$ cat config.mk
export PLATFORM = sky130hd
export DESIGN_NAME = game_clock_ctrl
export DESIGN_NICKNAME = d
export VERILOG_FILES = /design/src/rtl/game_clock_ctrl.sv
export SDC_FILE = /design/constraint.sdc
export NUM_CORES = 1
export LEC_CHECK = 0
export BUFFER_PORTS_ARGS = -buffer_cell sky130_fd_sc_hd__buf_2
export CAP_MARGIN = 20
export CORE_ASPECT_RATIO = 1.1
export CORE_MARGIN = 2
export CORE_UTILIZATION = 54
export DETAILED_ROUTE_END_ITERATION = 12
export PLACE_DENSITY = 0.71
export RECOVER_POWER = 25
export SLEW_MARGIN = 10
export SYNTH_ARGS = -nofsm -noshare
export SYNTH_HDL_FRONTEND = slang
export SYNTH_SLANG_ARGS = --single-unit
$ cat constraint.sdc
create_clock -name clk -period 4.9 [get_ports clk]
set_clock_uncertainty 0.1 [all_clocks]
set_input_delay 0.735 -clock clk [delete_from_list [all_inputs] [get_ports clk]]
set_output_delay 0.735 -clock clk [all_outputs]
set_load 0.01 [all_outputs]
$ cat src/rtl/game_clock_ctrl.sv
// Scoreboard game clock sequencer: 1 s prescaler, quarter countdown,
// start/stop, quarter advance, end-of-quarter horn and game-over handling.
module game_clock_ctrl #(
  parameter int unsigned TICKS_PER_SEC = 50000000,
  parameter int unsigned QUARTER_MIN   = 15,
  parameter int unsigned NUM_QTRS      = 4,
  parameter int unsigned HORN_SEC      = 3
) (
  input  logic       clk,
  input  logic       rst,
  input  logic       start_stop,
  input  logic       next_qtr,
  output logic [6:0] minutes,
  output logic [5:0] seconds,
  output logic [2:0] quarter,
  output logic       running,
  output logic       horn,
  output logic       sec_tick,
  output logic [2:0] state
);

  localparam int unsigned PRESC_W = 32;
  localparam int unsigned HCNT_W  = 32;
  localparam logic [PRESC_W-1:0] PRESC_TC  = PRESC_W'(TICKS_PER_SEC - 1);
  localparam logic [HCNT_W-1:0]  HORN_LAST = HCNT_W'(HORN_SEC - 1);
  localparam logic [6:0]         QMIN      = 7'(QUARTER_MIN);
  localparam logic [2:0]         QLAST     = 3'(NUM_QTRS);

  typedef enum logic [2:0] {
    S_IDLE      = 3'd0,
    S_RUNNING   = 3'd1,
    S_PAUSED    = 3'd2,
    S_QTR_END   = 3'd3,
    S_GAME_OVER = 3'd4
  } state_e;

  state_e             state_q, state_d;
  logic [PRESC_W-1:0] presc_q, presc_d;
  logic [HCNT_W-1:0]  hcnt_q, hcnt_d;
  logic [6:0]         min_q, min_d;
  logic [5:0]         sec_q, sec_d;
  logic [2:0]         qtr_q, qtr_d;
  logic               running_q, running_d;
  logic               horn_q, horn_d;
  logic               tick_q, tick_d;

  logic               counting;
  logic               term;
  logic [6:0]         dec_min;
  logic [5:0]         dec_sec;
  logic               dec_zero;

  // Next-state, prescaler, countdown and horn logic
  always_comb begin
    state_d   = state_q;
    presc_d   = presc_q;
    hcnt_d    = hcnt_q;
    min_d     = min_q;
    sec_d     = sec_q;
    qtr_d     = qtr_q;
    horn_d    = horn_q;
    running_d = 1'b0;
    tick_d    = 1'b0;
    dec_min   = min_q;
    dec_sec   = sec_q;

    counting = (state_q == S_RUNNING) || (state_q == S_QTR_END);
    term     = counting && (presc_q == PRESC_TC);

    if (counting) begin
      presc_d = term ? '0 : presc_q + PRESC_W'(1);
    end
    tick_d = term;

    // One-second decrement, saturating at 0:00
    if (sec_q != 6'd0) begin
      dec_sec = sec_q - 6'd1;
    end else if (min_q != 7'd0) begin
      dec_min = min_q - 7'd1;
      dec_sec = 6'd59;
    end
    dec_zero = (dec_min == 7'd0) && (dec_sec == 6'd0);

    case (state_q)
      S_IDLE: begin
        if (start_stop) begin
          state_d = S_RUNNING;
          presc_d = '0;
        end
      end
      S_RUNNING: begin
        if (term) begin
          min_d = dec_min;
          sec_d = dec_sec;
        end
        if (term && dec_zero) begin
          state_d = S_QTR_END;
          horn_d  = 1'b1;
          hcnt_d  = '0;
          presc_d = '0;
        end else if (start_stop) begin
          state_d = S_PAUSED;
        end
      end
      S_PAUSED: begin
        if (start_stop) begin
          state_d = S_RUNNING;
        end
      end
      S_QTR_END: begin
        if (term && horn_q) begin
          if (hcnt_q >= HORN_LAST) begin
            horn_d = 1'b0;
          end else begin
            hcnt_d = hcnt_q + HCNT_W'(1);
          end
        end
        if (next_qtr) begin
          horn_d = 1'b0;
          if (qtr_q < QLAST) begin
            qtr_d   = qtr_q + 3'd1;
            min_d   = QMIN;
            sec_d   = 6'd0;
            state_d = S_IDLE;
          end else begin
            state_d = S_GAME_OVER;
          end
        end
      end
      S_GAME_OVER: begin
        horn_d = 1'b0;
      end
      default: begin
        state_d = S_IDLE;
      end
    endcase

    running_d = (state_d == S_RUNNING);
  end

  // State and output registers with synchronous reset
  always_ff @(posedge clk) begin
    if (rst) begin
      state_q   <= S_IDLE;
      presc_q   <= '0;
      hcnt_q    <= '0;
      min_q     <= QMIN;
      sec_q     <= 6'd0;
      qtr_q     <= 3'd1;
      running_q <= 1'b0;
      horn_q    <= 1'b0;
      tick_q    <= 1'b0;
    end else begin
      state_q   <= state_d;
      presc_q   <= presc_d;
      hcnt_q    <= hcnt_d;
      min_q     <= min_d;
      sec_q     <= sec_d;
      qtr_q     <= qtr_d;
      running_q <= running_d;
      horn_q    <= horn_d;
      tick_q    <= tick_d;
    end
  end

  assign minutes  = min_q;
  assign seconds  = sec_q;
  assign quarter  = qtr_q;
  assign running  = running_q;
  assign horn     = horn_q;
  assign sec_tick = tick_q;
  assign state    = state_q;

endmodule
==> flow_summary.ini, run 1 <==
[hold_path]
whs_endpoint = hcnt_q[30]
hp-start = hcnt_q[30]
hold_class = flop to flop
worstHoldPathCells = 1

[clocking]
clkTransAtPathRegs_ns = 0.09
root_buffer = clkbuf_8
clkLatencyLatePin_ns = 0.35
numClockSinks = 86
cts_tree = yes
ctsResizeCount = 0
ctsHoldBuffers = 0
clockBufferDepth = 2
post_cts.repair.setup_buffers = 0
cts_inserted_buffers = 9
htree_levels = 3

[floorplan]
die_area_mm2 = 0.00815
dieHeight_um = 94.5
rows = 32
start_util_pct = 56.4
boundaryPins = 26
die_w_um = 86.2
core-area_mm2 = 0.00713

[timing]
tns_ns = 0
setup-violations-final = 0
worst_pin_slew_ns = 0.961
fmax_mhz = 313
report.final.slew_viol_count = 0
final.period_utilization_pct = 65.1
post-route-min-period_ns = 3.19
slew_headroom_pct = 35.9
rsz0062_at_grt = false
hold_viol_final = 0

[critical_path]
r2r_setup_slack_ns = 1.71
criticalPathCategory = flop to flop
cp_num_cells = 7
worst_setup_path_end_kind = flop
reg2regPathDepth = 7
worstPathMaxFanout = 12
cp_top_family = simple AND/OR/NAND/NOR gates
path_cells = or4b_1 > nor4_1 > nand4_1 > nor3_2 > mux2i_1 > nand2_1 > a21o_1
critical_path_buf_inv_count = 0
rr_startpoint = presc_q[10]
cp_slowest_stage_delay_ns = 0.74
crit_slowest_cell = nor3_2
start_kind = flop
critical_path_required_ns = 5.06
worstPathArrival_ns = 3.35
r2r_end = minutes[0]

[finish]
layout.area.seq_mm2 = 0.00172
fin_util_pct = 60.0
area_growth_pct = 6.45
nFillCells = 653
nNetsFinal = 490
num_antenna_cells = 0
multi_input_area_mm2 = 0.00215
drive_above_1_share_pct = 7.85

[logic_synthesis]
syn_area_mm2 = 0.00402
ys_ff_latch = 86
syn_nets = 472
ys_async_sr_fraction_pct = 0
seq_area_frac_synth_pct = 42.9
synthTopCellsByCount = 86 x dfxtp_1, 63 x nor2_1, 33 x nand2_1
yosysMostFrequentCell = dfxtp_1
yosysTopAreaCellShare_pct = 42.9
synth_flop_cell = dfxtp_1
yosys.area.top_type = dfxtp_1
yosys_warnings = 0
synth_edf_count = 0
ys_top_cells_by_area = dfxtp_1 43%, nor2_1 5.9%, xor2_1 4.1%, and2_1 3.9%, nand2_1 3.1%
syn_inst = 461
syn_avg_cell_area_um2 = 8.71
synth.distinct_cells = 54

[placed_design]
hpwl_um = 5710
place.gp.congestion = 0.844
portBuffers = 25

[grt]
grt_pass1_wl_um = 13900
antenna_found_initial = 0
overflow = 0
grt_pass1_vias = 2999
grt_use_total_pct = 21.4
grt_max_degree = 31

[power]
p_per_area_mw_per_mm2 = 275
p_leak_nw = 1.47
vdd_drop_max_v = 0.000149

[route]
drc = 0
totalWireLength_um = 8090
firstDrtPassIters = 4
routed_via_density = 5.67
via_count = 3224
ant_nets = 0
wl_per_cell_um = 14.2
drt_iter0_drc = 108

[status]
status = completed

[job]
cap_viol_max_count = 0
==> placed cells by master, fill, tap and decap left out, types with 3 or more instances in the layout <==
cell type | netlist | final
nand4_1 | 15 | 15
nand3_1 | 24 | 24
and2_1 | 25 | 24
xnor2_1 | 10 | 10
ha_1 | 7 | 7
nor4_1 | 11 | 12
nor2_2 | 6 | 6
nor2b_1 | 4 | 4
nand2_1 | 33 | 33
clkbuf_1 | 10 | 26
o21ai_0 | 12 | 12
dfxtp_1 | 86 | 86
clkbuf_8 | 0 | 9
inv_1 | 9 | 9
buf_2 | 4 | 3
a21oi_1 | 24 | 24
and4_1 | 6 | 6
or3_1 | 7 | 7
a21o_1 | 3 | 3
and3_1 | 12 | 12
a31oi_1 | 7 | 7
nor2_1 | 63 | 63
xor2_1 | 19 | 19
nand2b_1 | 6 | 6
nor3_1 | 15 | 15
==> power breakdown <==
group          switching [W]  leakage [nW]  internal, W
clock               0.000250        0.0772     0.000188
sequential        0.00000456         0.693     0.000701
combinational      0.0000251         0.704   0.00000926
==> routing by layer <==
metal  up-vias  track usage, %  part of all wire [%]
met5         -               0                     0
met4         0            8.98                   2.8
met3        20            4.11                   2.8
met2        52            36.6                    49
met1      1495            26.5                    46
li1       1657               -                     -
==> stage by stage <==
stage               cells  power [W]  hold slack, ns  area (um^2)  worst slack (ns)
floorplan             461   0.000750           0.330         4020              2.08
global placement      553   0.000757           0.346         4150              1.85
detailed placement    553   0.000757           0.348         4150              1.75
CTS                   569    0.00119           0.368         4310              1.74
global route          569    0.00122           0.392         4280              1.36
finish                569    0.00118           0.365         4280              1.71
==> flip-flops by register name, summed over array words and instances (netlist names) <==
name and cells:
quarter 3, running 1, presc_q 32, state 3, horn 1, seconds 6
minutes 7, sec_tick 1, hcnt_q 32
==> kinds of logic after synthesis <==
logic type               count (synthesis)  synth area share [%]
multiplexers                             5                  1.43
AND/OR/NAND/NOR                        251                  35.6
buffers and inverters                   28                  3.58
flip-flops                              86                  42.9
AO/OA/AOI/OAI                           55                  8.04
XOR/XNOR                                29                  6.32
adder cells (fa/ha/maj)                  7                  2.18
==> how the worst max path moves through the flow <==
stage	from	endpoint	slack, ns
after detailed placement	seconds[0]	hcnt_q[25]	1.75
final	presc_q[10]	minutes[0]	1.71
after global placement	seconds[0]	hcnt_q[25]	1.85
after global routing	presc_q[10]	minutes[1]	1.36
after floorplan	seconds[0]	hcnt_q[10]	2.08
after CTS	seconds[0]	hcnt_q[25]	1.74
==> final cells by class <==
cell class,count,share of cell area (%)
multi-input cells,347,50.2
flip-flops and latches,86,40.3
clock buffers,12,3.16
well taps,85,2.49
repair buffers,26,2.37
inverters,9,0.790
clock inverters,4,0.761
(Power assumes the default switching activity.)
==> run 2, diff against run 1 <==
--- a/config.mk
+++ b/config.mk
@@ -5,13 +5,14 @@
 export SDC_FILE = /design/constraint.sdc
 export NUM_CORES = 1
 export LEC_CHECK = 0
+export ABC_AREA = 1
 export BUFFER_PORTS_ARGS = -buffer_cell sky130_fd_sc_hd__buf_2
 export CAP_MARGIN = 20
 export CORE_ASPECT_RATIO = 1.1
 export CORE_MARGIN = 2
 export CORE_UTILIZATION = 54
 export DETAILED_ROUTE_END_ITERATION = 12
-export PLACE_DENSITY = 0.71
+export PLACE_DENSITY = 0.74
 export RECOVER_POWER = 25
 export SLEW_MARGIN = 10
 export SYNTH_ARGS = -nofsm -noshare
==> constraint.sdc (replaced) <==
create_clock -name clk -period 2.7 [get_ports clk]
set_clock_uncertainty 0.1 [all_clocks]
set_input_delay 0.405 -clock clk [delete_from_list [all_inputs] [get_ports clk]]
set_output_delay 0.405 -clock clk [all_outputs]
set_load 0.01 [all_outputs]
==> flow_summary.ini, run 2 <==
[route]
ant_nets = 0
wl_per_cell_um = 13.1
drt_iter0_drc = 265
firstDrtPassIters = 7
totalWireLength_um = 10700
drc = 0
via_count = 4492
routed_via_density = 5.48

[floorplan]
core-area_mm2 = 0.00828
rows = 35
boundaryPins = 26
die_w_um = 91.5
dieHeight_um = 100
die_area_mm2 = 0.00917
start_util_pct = 55.0

[logic_synthesis]
ys_ff_latch = 86
yosysMostFrequentCell = nor2_1
syn_area_mm2 = 0.00455
syn_avg_cell_area_um2 = 6.74
seq_area_frac_synth_pct = 37.9
ys_top_cells_by_area = dfxtp_1 38%, nor2_1 12%, nand2_1 11%, inv_1 5.9%, nand3_1 5.6%
synth_flop_cell = dfxtp_1
syn_inst = 675
ys_async_sr_fraction_pct = 0
syn_nets = 686
yosys_warnings = 0
yosys.area.top_type = dfxtp_1
yosysTopAreaCellShare_pct = 37.9
synthTopCellsByCount = 145 x nor2_1, 128 x nand2_1, 86 x dfxtp_1
synth_edf_count = 0
synth.distinct_cells = 37

[clocking]
ctsHoldBuffers = 0
cts_tree = yes
root_buffer = clkbuf_8
clkLatencyLatePin_ns = 0.36
clkTransAtPathRegs_ns = 0.09
clockBufferDepth = 2
numClockSinks = 86
htree_levels = 3
cts_inserted_buffers = 9

[timing]
rsz0062_at_grt = false
report.final.slew_viol_count = 0
final.period_utilization_pct = 93.0
setup-violations-final = 0
worst_pin_slew_ns = 0.494
fmax_mhz = 398
hold_viol_final = 0
post-route-min-period_ns = 2.51
slew_headroom_pct = 67.1
tns_ns = 0

[hold_path]
hold_class = primary input to flop

[critical_path]
start_kind = flop
worstPathMaxFanout = 29
worst_setup_path_end_kind = flop
worstPathArrival_ns = 2.64
path_cells = inv_1 > ha_1 > inv_1 > nor2_2 > nand3_4 > nand2_1 > a21boi_0 > nand3_1 > nor2_1 > nand4_1 > nand2_1 > nand2_2 > buf_12 > nand2_1 > nor2_1
critical_path_required_ns = 2.83
crit_slowest_cell = dfxtp_1
criticalPathCategory = flop to flop
cpMostUsedCell = nand2_1
r2r_setup_slack_ns = 0.19
cp_slowest_stage_delay_ns = 0.34

[grt]
grt_pass1_vias = 4193
antenna_found_initial = 0
grt_pass1_wl_um = 18300
overflow = 0
grt_max_degree = 50
grt_use_total_pct = 24.2

[status]
status = completed

[job]
cap_viol_max_count = 0

[finish]
nNetsFinal = 715
area_growth_pct = 9.22
final_common_cell = nor2_1
num_antenna_cells = 0
layout_common_cells = 145 x nor2_1, 127 x nand2_1, 86 x dfxtp_1
finalInstanceArea_mm2 = 0.00497
nFillCells = 812
drive_above_1_share_pct = 7.90

[placed_design]
placed_area_mm2 = 0.00478
portBuffers = 25
place.gp.congestion = 0.938
hpwl_um = 7890

[power]
p_per_area_mw_per_mm2 = 457
p_leak_nw = 1.83
vdd_drop_max_v = 0.000242
==> run 2: cell count changes in the layout (fill, tap and decap cells not counted), moves of 7 or more <==
cell	before	now
nand2_2	0	13
nand3_1	24	50
xor2_1	19	9
nor2_1	63	145
and3_1	12	0
and2_1	24	1
o21ai_0	12	19
a21oi_1	24	37
xnor2_1	10	3
or3_1	7	0
nand2_1	33	127
inv_1	9	70
==> run 2: worst paths after layout <==
path | start | end | cells past startpoint
max reg2reg | seconds[0] | hcnt_q[17] | 15
min | rst | minutes[2] | 3
max | seconds[0] | hcnt_q[17] | 15
min reg2reg | hcnt_q[9] | hcnt_q[9] | 2
==> run 2: cells by family (layout without fill, tap and decap cells) <==
| family | count (synthesis) | count (layout) | synth area share (%) |
|---|---|---|---|
| simple gates | 404 | 404 | 40.4 |
| buf+inv | 90 | 124 | 8.28 |
| flops | 86 | 86 | 37.9 |
| compound gates | 76 | 76 | 9.24 |
| xor+xnor | 12 | 12 | 2.31 |
| fa+ha+maj | 7 | 7 | 1.93 |
==> run 2: power by group <==
group | total [W] | switching, W | internal [W]
combinational | 0.0000888 | 0.0000648 | 0.0000240
sequential | 0.00128 | 0.00000465 | 0.00127
clock | 0.000903 | 0.000537 | 0.000366
==> run 2: layout make-up <==
| class | instances | area [um^2] | area share [%] |
|---|---|---|---|
| clock buffer | 9 | 124 | 2.49 |
| sequential | 86 | 1720 | 34.7 |
| clock inverter | 7 | 76.3 | 1.54 |
| multi-input combinational | 499 | 2460 | 49.5 |
| timing repair buffer | 35 | 175 | 3.53 |
| tap | 111 | 139 | 2.80 |
| inverter | 73 | 274 | 5.52 |
==> run 2: metal layers <==
| layer | up-vias | track usage, % | routed length [um] |
|---|---|---|---|
| li1 | 2254 | - | - |
| met1 | 2077 | 29.5 | 4680 |
| met2 | 133 | 41.1 | 5210 |
| met3 | 28 | 4.28 | 526 |
| met4 | 0 | 12.2 | 305 |
| met5 | - | 0 | 0 |
==> run 2: timing repair <==
| action | in CTS | in global routing |
|---|---|---|
| buffers inserted | 0 | 0 |
| endpoints found under the setup margin | 0 | 34 |
| resized for setup | 0 | 9 |
==> run 2: through the flow <==
step	hold slack [ns]	utilization (%)	total power, W	worst slack, ns	cells
global placement	0.326	57.8	0.00139	0.149	804
floorplan	0.317	-	0.00137	0.437	675
finish	0.310	60.0	0.00227	0.190	820
detailed placement	0.330	57.8	0.00140	0.0569	804
CTS	0.296	60.2	0.00229	0.0316	820
global route	0.309	60.0	0.00235	0.00718	820
==> run 2: worst max-delay path: cells and delay by family (launching register included) <==
kind                     cells  cell delay, ns
AND/OR/NAND/NOR             10            1.08
AO/OA/AOI/OAI                1            0.27
flip-flops                   1            0.34
buffers and inverters        3            0.36
adder cells (fa/ha/maj)      1            0.22
==> run 3, diff against run 2 <==
==> constraint.sdc (replaced) <==
create_clock -name clk -period 2.7 [get_ports clk]
set_clock_uncertainty 0.1 [all_clocks]
set_input_delay 0.81 -clock clk [delete_from_list [all_inputs] [get_ports clk]]
set_output_delay 0.81 -clock clk [all_outputs]
set_load 0.01 [all_outputs]
==> flow_summary.ini, run 3 (synthesis results as in run 2) <==
[status]
status = completed

[grt]
overflow = 0
grt_pass1_wl_um = 18400
grt_pass1_vias = 4061
grt_use_total_pct = 24.6
antenna_found_initial = 0
grt_max_degree = 50

[finish]
num_antenna_cells = 0
drive_above_1_share_pct = 8.19
multi_input_area_mm2 = 0.00248
nNetsFinal = 714
layout.area.seq_mm2 = 0.00172
nFillCells = 789
layout_common_cells = 145 x nor2_1, 127 x nand2_1, 86 x dfxtp_1
area_growth_pct = 9.41
finalInstanceArea_mm2 = 0.00498
final_common_cell = nor2_1

[power]
p_leak_nw = 1.83
p_per_area_mw_per_mm2 = 457
vdd_drop_max_v = 0.000267

[clocking]
clkTransAtPathRegs_ns = 0.10
root_buffer = clkbuf_8
cts_inserted_buffers = 9
cts_tree = yes
numClockSinks = 86
clkLatencyLatePin_ns = 0.38
htree_levels = 3
clockBufferDepth = 2
post_cts.repair.setup_buffers = 0

[floorplan]
dieHeight_um = 100
start_util_pct = 55.0
die_w_um = 91.5
rows = 35
boundaryPins = 26
die_area_mm2 = 0.00917
core-area_mm2 = 0.00828

[route]
drt_iter0_drc = 211
via_count = 4431
drc = 0
totalWireLength_um = 10800
ant_nets = 0
wl_per_cell_um = 13.2
routed_via_density = 5.41
firstDrtPassIters = 6

[hold_path]
hold_class = flop to flop

[critical_path]
cpMostUsedCell = nand2_1
path_cells = inv_1 > ha_1 > inv_1 > nor2_4 > nand3_4 > nand2_1 > a21boi_0 > nand3_1 > nor2_1 > nand4_1 > nand2_1 > nand2_2 > buf_8 > nand2_1 > nor2_1
worstPathArrival_ns = 2.66
critical_path_required_ns = 2.83
critical_path_buf_inv_count = 3
worstPathMaxFanout = 29
cp_slowest_stage_delay_ns = 0.34
worst_setup_path_end_kind = flop
crit_slowest_cell = dfxtp_1
cp_top_family = simple AND/OR/NAND/NOR gates
criticalPathCategory = flop to flop
start_kind = flop

[placed_design]
place.gp.congestion = 0.942
hpwl_um = 7830
placed_area_mm2 = 0.00478
portBuffers = 25

[timing]
hold_viol_final = 0
setup-violations-final = 0
fmax_mhz = 395
post-route-min-period_ns = 2.53
report.final.slew_viol_count = 0
tns_ns = 0
worst_pin_slew_ns = 0.954
slew_headroom_pct = 36.4
final.period_utilization_pct = 93.8

[job]
cap_viol_max_count = 0
## run 3: repair_timing
action | in CTS | in global routing
hold buffers | 0 | 0
endpoints found under the setup margin | 0 | 34
resized for setup | 0 | 11
## run 3: through the flow
stage | hold slack (ns) | utilization, % | worst slack (ns) | instances | total power (W)
global placement | 0.325 | 57.7 | 0.144 | 803 | 0.00139
detailed placement | 0.328 | 57.7 | 0.0846 | 803 | 0.00139
finish | 0.343 | 60.1 | 0.167 | 819 | 0.00227
global route | 0.364 | 60.1 | -0.0102 | 819 | 0.00236
CTS | 0.345 | 60.1 | 0.0536 | 819 | 0.00229
floorplan | 0.317 | - | 0.437 | 675 | 0.00137
## run 3: layout make-up
class	instances	share of cell area, %
repair buffers	34	3.39
clock buffers	9	2.49
inverters	73	5.51
well taps	111	2.79
clock inverters	7	1.46
flip-flops and latches	86	34.6
multi-input cells	499	49.8
## run 3: metal layers
layer / vias up / wire, um / track usage, %
met5: - / 0 / 0
met4: 0 / 275 / 10.4
met3: 24 / 609 / 4.05
met2: 144 / 5220 / 41.6
met1: 2014 / 4690 / 31.1
li1: 2249 / - / -
## run 3: path summary, 6_finish.rpt
kind	start	endpoint	slack [ns]	depth (start not counted)
setup / recovery	seconds[0]	hcnt_q[17]	0.17	15
hold reg to reg	hcnt_q[4]	hcnt_q[4]	0.34	2
hold / removal	hcnt_q[4]	hcnt_q[4]	0.34	2
setup reg to reg	seconds[0]	hcnt_q[17]	0.17	15
## run 3: worst register-to-register path, delay by kind of cell (launching register included)
kind,cells,cell delay [ns]
AND/OR/NAND/NOR,10,1.05
flip-flops,1,0.34
buffers and inverters,3,0.40
AO/OA/AOI/OAI,1,0.29
adder cells (fa/ha/maj),1,0.22
## run 3: report_power, final
| group | switching [W] | internal, W |
|---|---|---|
| registers | 0.00000426 | 0.00127 |
| logic | 0.0000649 | 0.0000241 |
| clock network | 0.000545 | 0.000363 |
